File: config.mk
export PLATFORM = sky130hd
export DESIGN_NAME = k12a_sequencer
export DESIGN_NICKNAME = d
export VERILOG_FILES = /design/src/rtl/k12a_pkg.sv /design/src/rtl/k12a_sequencer.sv
export SDC_FILE = /design/constraint.sdc
export NUM_CORES = 1
export LEC_CHECK = 0
export BUFFER_PORTS_ARGS = -buffer_cell sky130_fd_sc_hd__clkbuf_2
export CAP_MARGIN = 0
export CORE_ASPECT_RATIO = 1.25
export CORE_MARGIN = 2
export CORE_UTILIZATION = 51
export CTS_BUF_LIST = sky130_fd_sc_hd__clkbuf_4
export CTS_CLUSTER_DIAMETER = 200
export DETAILED_ROUTE_END_ITERATION = 10
export PLACE_DENSITY_LB_ADDON = 0.12
export SLEW_MARGIN = 0
export SYNTH_ARGS = -nofsm -noshare
export SYNTH_HDL_FRONTEND = slang
export SYNTH_SLANG_ARGS = --single-unit
File: constraint.sdc
create_clock -name clock -period 1.8 [get_ports clock]
set_input_delay 0.09 -clock clock [delete_from_list [all_inputs] [get_ports clock]]
set_output_delay 0.09 -clock clock [all_outputs]
set_load 0.02 [all_outputs]
File: src/rtl/k12a_pkg.sv
// Shared K12A definitions: skip-register control, sequencer state and the
// opcodes the sequencer itself decodes.
package k12a_pkg;

    typedef enum logic [1:0] {
        SKIP_SEL_HOLD        = 2'd0,
        SKIP_SEL_0           = 2'd1,
        SKIP_SEL_CONDITION   = 2'd2,
        SKIP_SEL_CONDITION_N = 2'd3
    } skip_sel_t;

    typedef enum logic [1:0] {
        FETCH_HI = 2'd0,
        FETCH_LO = 2'd1,
        EXEC     = 2'd2,
        HALT     = 2'd3
    } seq_state_t;

    localparam logic [3:0] OPCODE_SKIP = 4'hE;
    localparam logic [3:0] OPCODE_HALT = 4'hF;

    // Skip-register control for an instruction that actually executes.
    function automatic skip_sel_t exec_skip_sel(input logic [15:0] instr);
        if (instr[15:12] == OPCODE_SKIP) begin
            return instr[11] ? SKIP_SEL_CONDITION_N : SKIP_SEL_CONDITION;
        end
        return SKIP_SEL_HOLD;
    endfunction

endpackage

File: src/rtl/k12a_sequencer.sv
// K12A instruction sequencer: fetches a 16-bit instruction as two bytes,
// executes it for one cycle (or squashes it), and counts retired instructions.
module k12a_sequencer
    import k12a_pkg::*;
(
    input  logic        clock,
    input  logic        reset,
    input  logic        mem_ready,
    input  logic [7:0]  mem_rdata,
    input  logic        skip,
    output logic        mem_read,
    output logic        pc_inc,
    output logic [15:0] inst,
    output logic        exec_strobe,
    output skip_sel_t   skip_sel,
    output logic        halted,
    output logic [15:0] retired
);

    seq_state_t  state_q, state_d;
    logic [15:0] inst_q, inst_d;
    logic [15:0] retired_q, retired_d;

    assign inst    = inst_q;
    assign retired = retired_q;

    // Strobes are decoded from the current state and inputs so that a byte
    // accepted this cycle advances the PC in the same cycle.
    always_comb begin
        state_d     = state_q;
        inst_d      = inst_q;
        retired_d   = retired_q;
        mem_read    = 1'b0;
        pc_inc      = 1'b0;
        exec_strobe = 1'b0;
        skip_sel    = SKIP_SEL_HOLD;
        halted      = 1'b0;

        case (state_q)
            FETCH_HI: begin
                mem_read = 1'b1;
                if (mem_ready) begin
                    inst_d[15:8] = mem_rdata;
                    pc_inc       = 1'b1;
                    state_d      = FETCH_LO;
                end
            end
            FETCH_LO: begin
                mem_read = 1'b1;
                if (mem_ready) begin
                    inst_d[7:0] = mem_rdata;
                    pc_inc      = 1'b1;
                    state_d     = EXEC;
                end
            end
            EXEC: begin
                state_d = FETCH_HI;
                if (skip) begin
                    // Squashed: a squashed HALT must not stop the machine.
                    skip_sel = SKIP_SEL_0;
                end else begin
                    exec_strobe = 1'b1;
                    retired_d   = retired_q + 16'd1;
                    skip_sel    = exec_skip_sel(inst_q);
                    if (inst_q[15:12] == OPCODE_HALT) begin
                        state_d = HALT;
                    end
                end
            end
            HALT: begin
                halted = 1'b1;
            end
            default: begin
                state_d = FETCH_HI;
            end
        endcase
    end

    always_ff @(posedge clock) begin
        if (reset) begin
            state_q   <= FETCH_HI;
            inst_q    <= 16'h0000;
            retired_q <= 16'h0000;
        end else begin
            state_q   <= state_d;
            inst_q    <= inst_d;
            retired_q <= retired_d;
        end
    end

endmodule

==> results.json <==
{
  "rsz0062_at_grt": "yes",
  "grt-ovfl-total": 0,
  "final.fill_count": 243,
  "p_leak_nw": 0.806,
  "drt_first_pass_iters": 4,
  "htree_num_levels": 2,
  "p_per_area_mw_per_mm2": 862,
  "drive_above_1_share_pct": 29.8,
  "power.total_mw": 1.69,
  "worstSkewPairLatency_ns": 0.35,
  "fin_crit_sh_pct": 96.9,
  "worstPathMaxFanout": 9,
  "coreArea_mm2": 0.00273,
  "io_buffers": 49,
  "wl_per_cell_um": 14.8,
  "fin_skew_ns": 0.00942,
  "area_delta_synth_final_pct": 32.1,
  "ys_seq_elements": 34,
  "grt_pass1_wl_um": 6440,
  "synth.largest_area_cell": "dfxtp_1",
  "period_minus_slack_ns": 1.74,
  "critPathRequiredTime_ns": 1.71,
  "path_clk_slew_ns": 0.11,
  "critPathKind": "flip-flop to output port",
  "ys_seq_area_share_pct": 45.8,
  "drc": 0,
  "antenna_cells": 0,
  "ios": 50,
  "relSlewSlack_pct": 62.3,
  "netlist_instances": 180,
  "synth_top_area_share_pct": 45.8,
  "ant_nets": 0,
  "max_freq_ghz": 0.573,
  "cts_tree": "done",
  "setup_violations": 0,
  "critPathLaunchType": "flip-flop",
  "final_hold_viol_count": 0,
  "ir_worst_vdd_mv": 0.786,
  "worst_pin_slew_ns": 0.565,
  "finalMaxSlewViolations": 0,
  "synth_warnings": 0,
  "syn_avg_cell_area_um2": 8.25,
  "critPathMaxStageDelay_ns": 0.39,
  "dieArea_mm2": 0.00336,
  "grt_use_total_pct": 25.5,
  "place.gp.congestion": 0.805,
  "cts-root-buf": "clkbuf_4",
  "rows": 21,
  "grt_max_degree": 27,
  "ctsLongestPathBuffers": 2,
  "dr_total_vias": 1530,
  "routed_wl_um": 4020,
  "critPathArrivalTime_ns": 1.65,
  "grt_pass1_vias": 1460,
  "nets": 254,
  "outcome": "finished, final reports clean",
  "start_util_pct": 54.3,
  "clock-sinks": 34,
  "crit_path_cell_trace": "inv_1 > ha_2 > buf_4 > or2_2 > clkbuf_2",
  "path_buf_inv": 3,
  "hpwlAfterDp_um": 2700,
  "cts_made_buffers": 5,
  "multi_input_area_um2": 787,
  "dieWidth_um": 52.3,
  "seq_area_um2": 686,
  "hold_class": "primary input to flip-flop",
  "die_y_um": 64.3,
  "via_per_inst": 5.63,
  "whs_ns": 0.0116,
  "antenna_found_initial": 0,
  "drv_cap": 0,
  "drt_iter0_drc": 40,
  "yosysUniqueCellTypes": 27,
  "synth_nets": 197,
  "yosys-top-cells-area": "dfxtp_1 46%, a21oi_1 7.4%, nand3_1 7.1%, nand2_1 6.3%, ha_1 4.2%",
  "slowest_stage": "dfxtp_4",
  "crit_family": "buffers and inverters",
  "setup.worst_path.end_class": "output port",
  "synth_area_mm2": 0.00149
}
registers in the layout, indices dropped and copies added (netlist names):
| name | flops |
|---|---|
| inst | 16 |
| retired | 16 |
| state_q | 2 |
where the power goes:
| part | switching [mW] | internal [mW] | leakage, nW | total, mW |
|---|---|---|---|---|
| registers | 0.0176 | 0.775 | 0.277 | 0.793 |
| clock network | 0.273 | 0.428 | 0.0528 | 0.701 |
| logic | 0.126 | 0.0712 | 0.477 | 0.197 |
layout make-up:
class / count / area share, %
flip-flops and latches: 34 / 34.9
clock inverters: 3 / 3.25
well taps: 34 / 2.17
repair buffers: 59 / 17.2
multi-input cells: 135 / 40.1
inverters: 2 / 0.383
clock buffers: 5 / 1.91
worst paths after layout:
check	startpoint	endpoint	slack [ns]	cells past startpoint
setup reg to reg	state_q[0]	retired[11]	0.10	7
hold reg to reg	inst[8]	inst[8]	0.47	2
setup / recovery	state_q[1]	mem_read	0.06	5
hold / removal	mem_rdata[0]	inst[0]	0.01	3
layer usage:
metal  up-vias  global-route usage [%]  share of wire [%]
li1        739                       -                  -
met5         -                       0                  0
met2        65                    45.4                 54
met4         0                    9.29                1.7
met3        10                    5.61                5.2
met1       716                    29.1                 39
cells in the final DEF (no fill, tap or decap), types with 2 or more instances in the layout:
master and instances:
ha_2 3, nand3_1 21, nand2_1 24, inv_1 2, a21oi_1 21, dlygate4sd3_1 7, xnor2_1 6, nor2_1 16
o21ai_0 4, nand3b_1 2, ha_1 2, clkbuf_4 5, bufinv_16 2, nor3_1 5, nor4_1 2, nand4_1 6
dfxtp_1 32, xor2_1 5, clkbuf_2 49, nor2b_1 2, or3_1 3, buf_4 3
synthesized netlist by cell type:
library cell and instances:
dfxtp_1 34, nand2_1 25, a21oi_1 22, nand3_1 21, nor2_1 16, clkbuf_1 9
nand4_1 6, xnor2_1 6, ha_1 5, nor3_1 5, xor2_1 5, o21ai_0 4
nor2b_1 3, or3_1 3, inv_1 2, nand3b_1 2, nor4_1 2, and2_1 1
and4_1 1, and4_4 1, and4b_1 1, mux2_2 1, mux2i_1 1, nand4b_1 1
o221ai_1 1, or2_1 1, or2_2 1
worst register-to-register path, delay by kind of cell, from the launching register on:
family,cells,cell delay (ns)
simple gates,3,0.56
flops,1,0.37
buf+inv,2,0.27
fa+ha+maj,1,0.22
xor+xnor,1,0.16
what timing repair did:
action	in CTS	in global routing
gates resized for setup	3	8
pin swaps	0	1
buffers inserted	0	1
hold buffers	7	0
setup endpoints to repair	3	6
hold endpoints to repair	13	0
cloned	0	0
per-stage QoR:
step,utilization (%),instance area (µm²),setup slack [ns],cells,TNS (ns)
floorplan,-,1490,0.277,180,0
global placement,64.2,1750,0.201,256,0
detailed placement,64.2,1750,0.0712,256,0
CTS,70.7,1930,0.00115,271,0
global route,71.8,1960,-0.0283,272,-0.0300
finish,71.8,1960,0.0563,272,0
kinds of logic after synthesis:
kind of cell / synth area share (%)
xor+xnor: 6.49
fa+ha+maj: 4.21
buf+inv: 2.78
compound gates: 9.35
simple gates: 29.9
flops: 45.8
mux: 1.43
(Power assumes the default switching activity.)
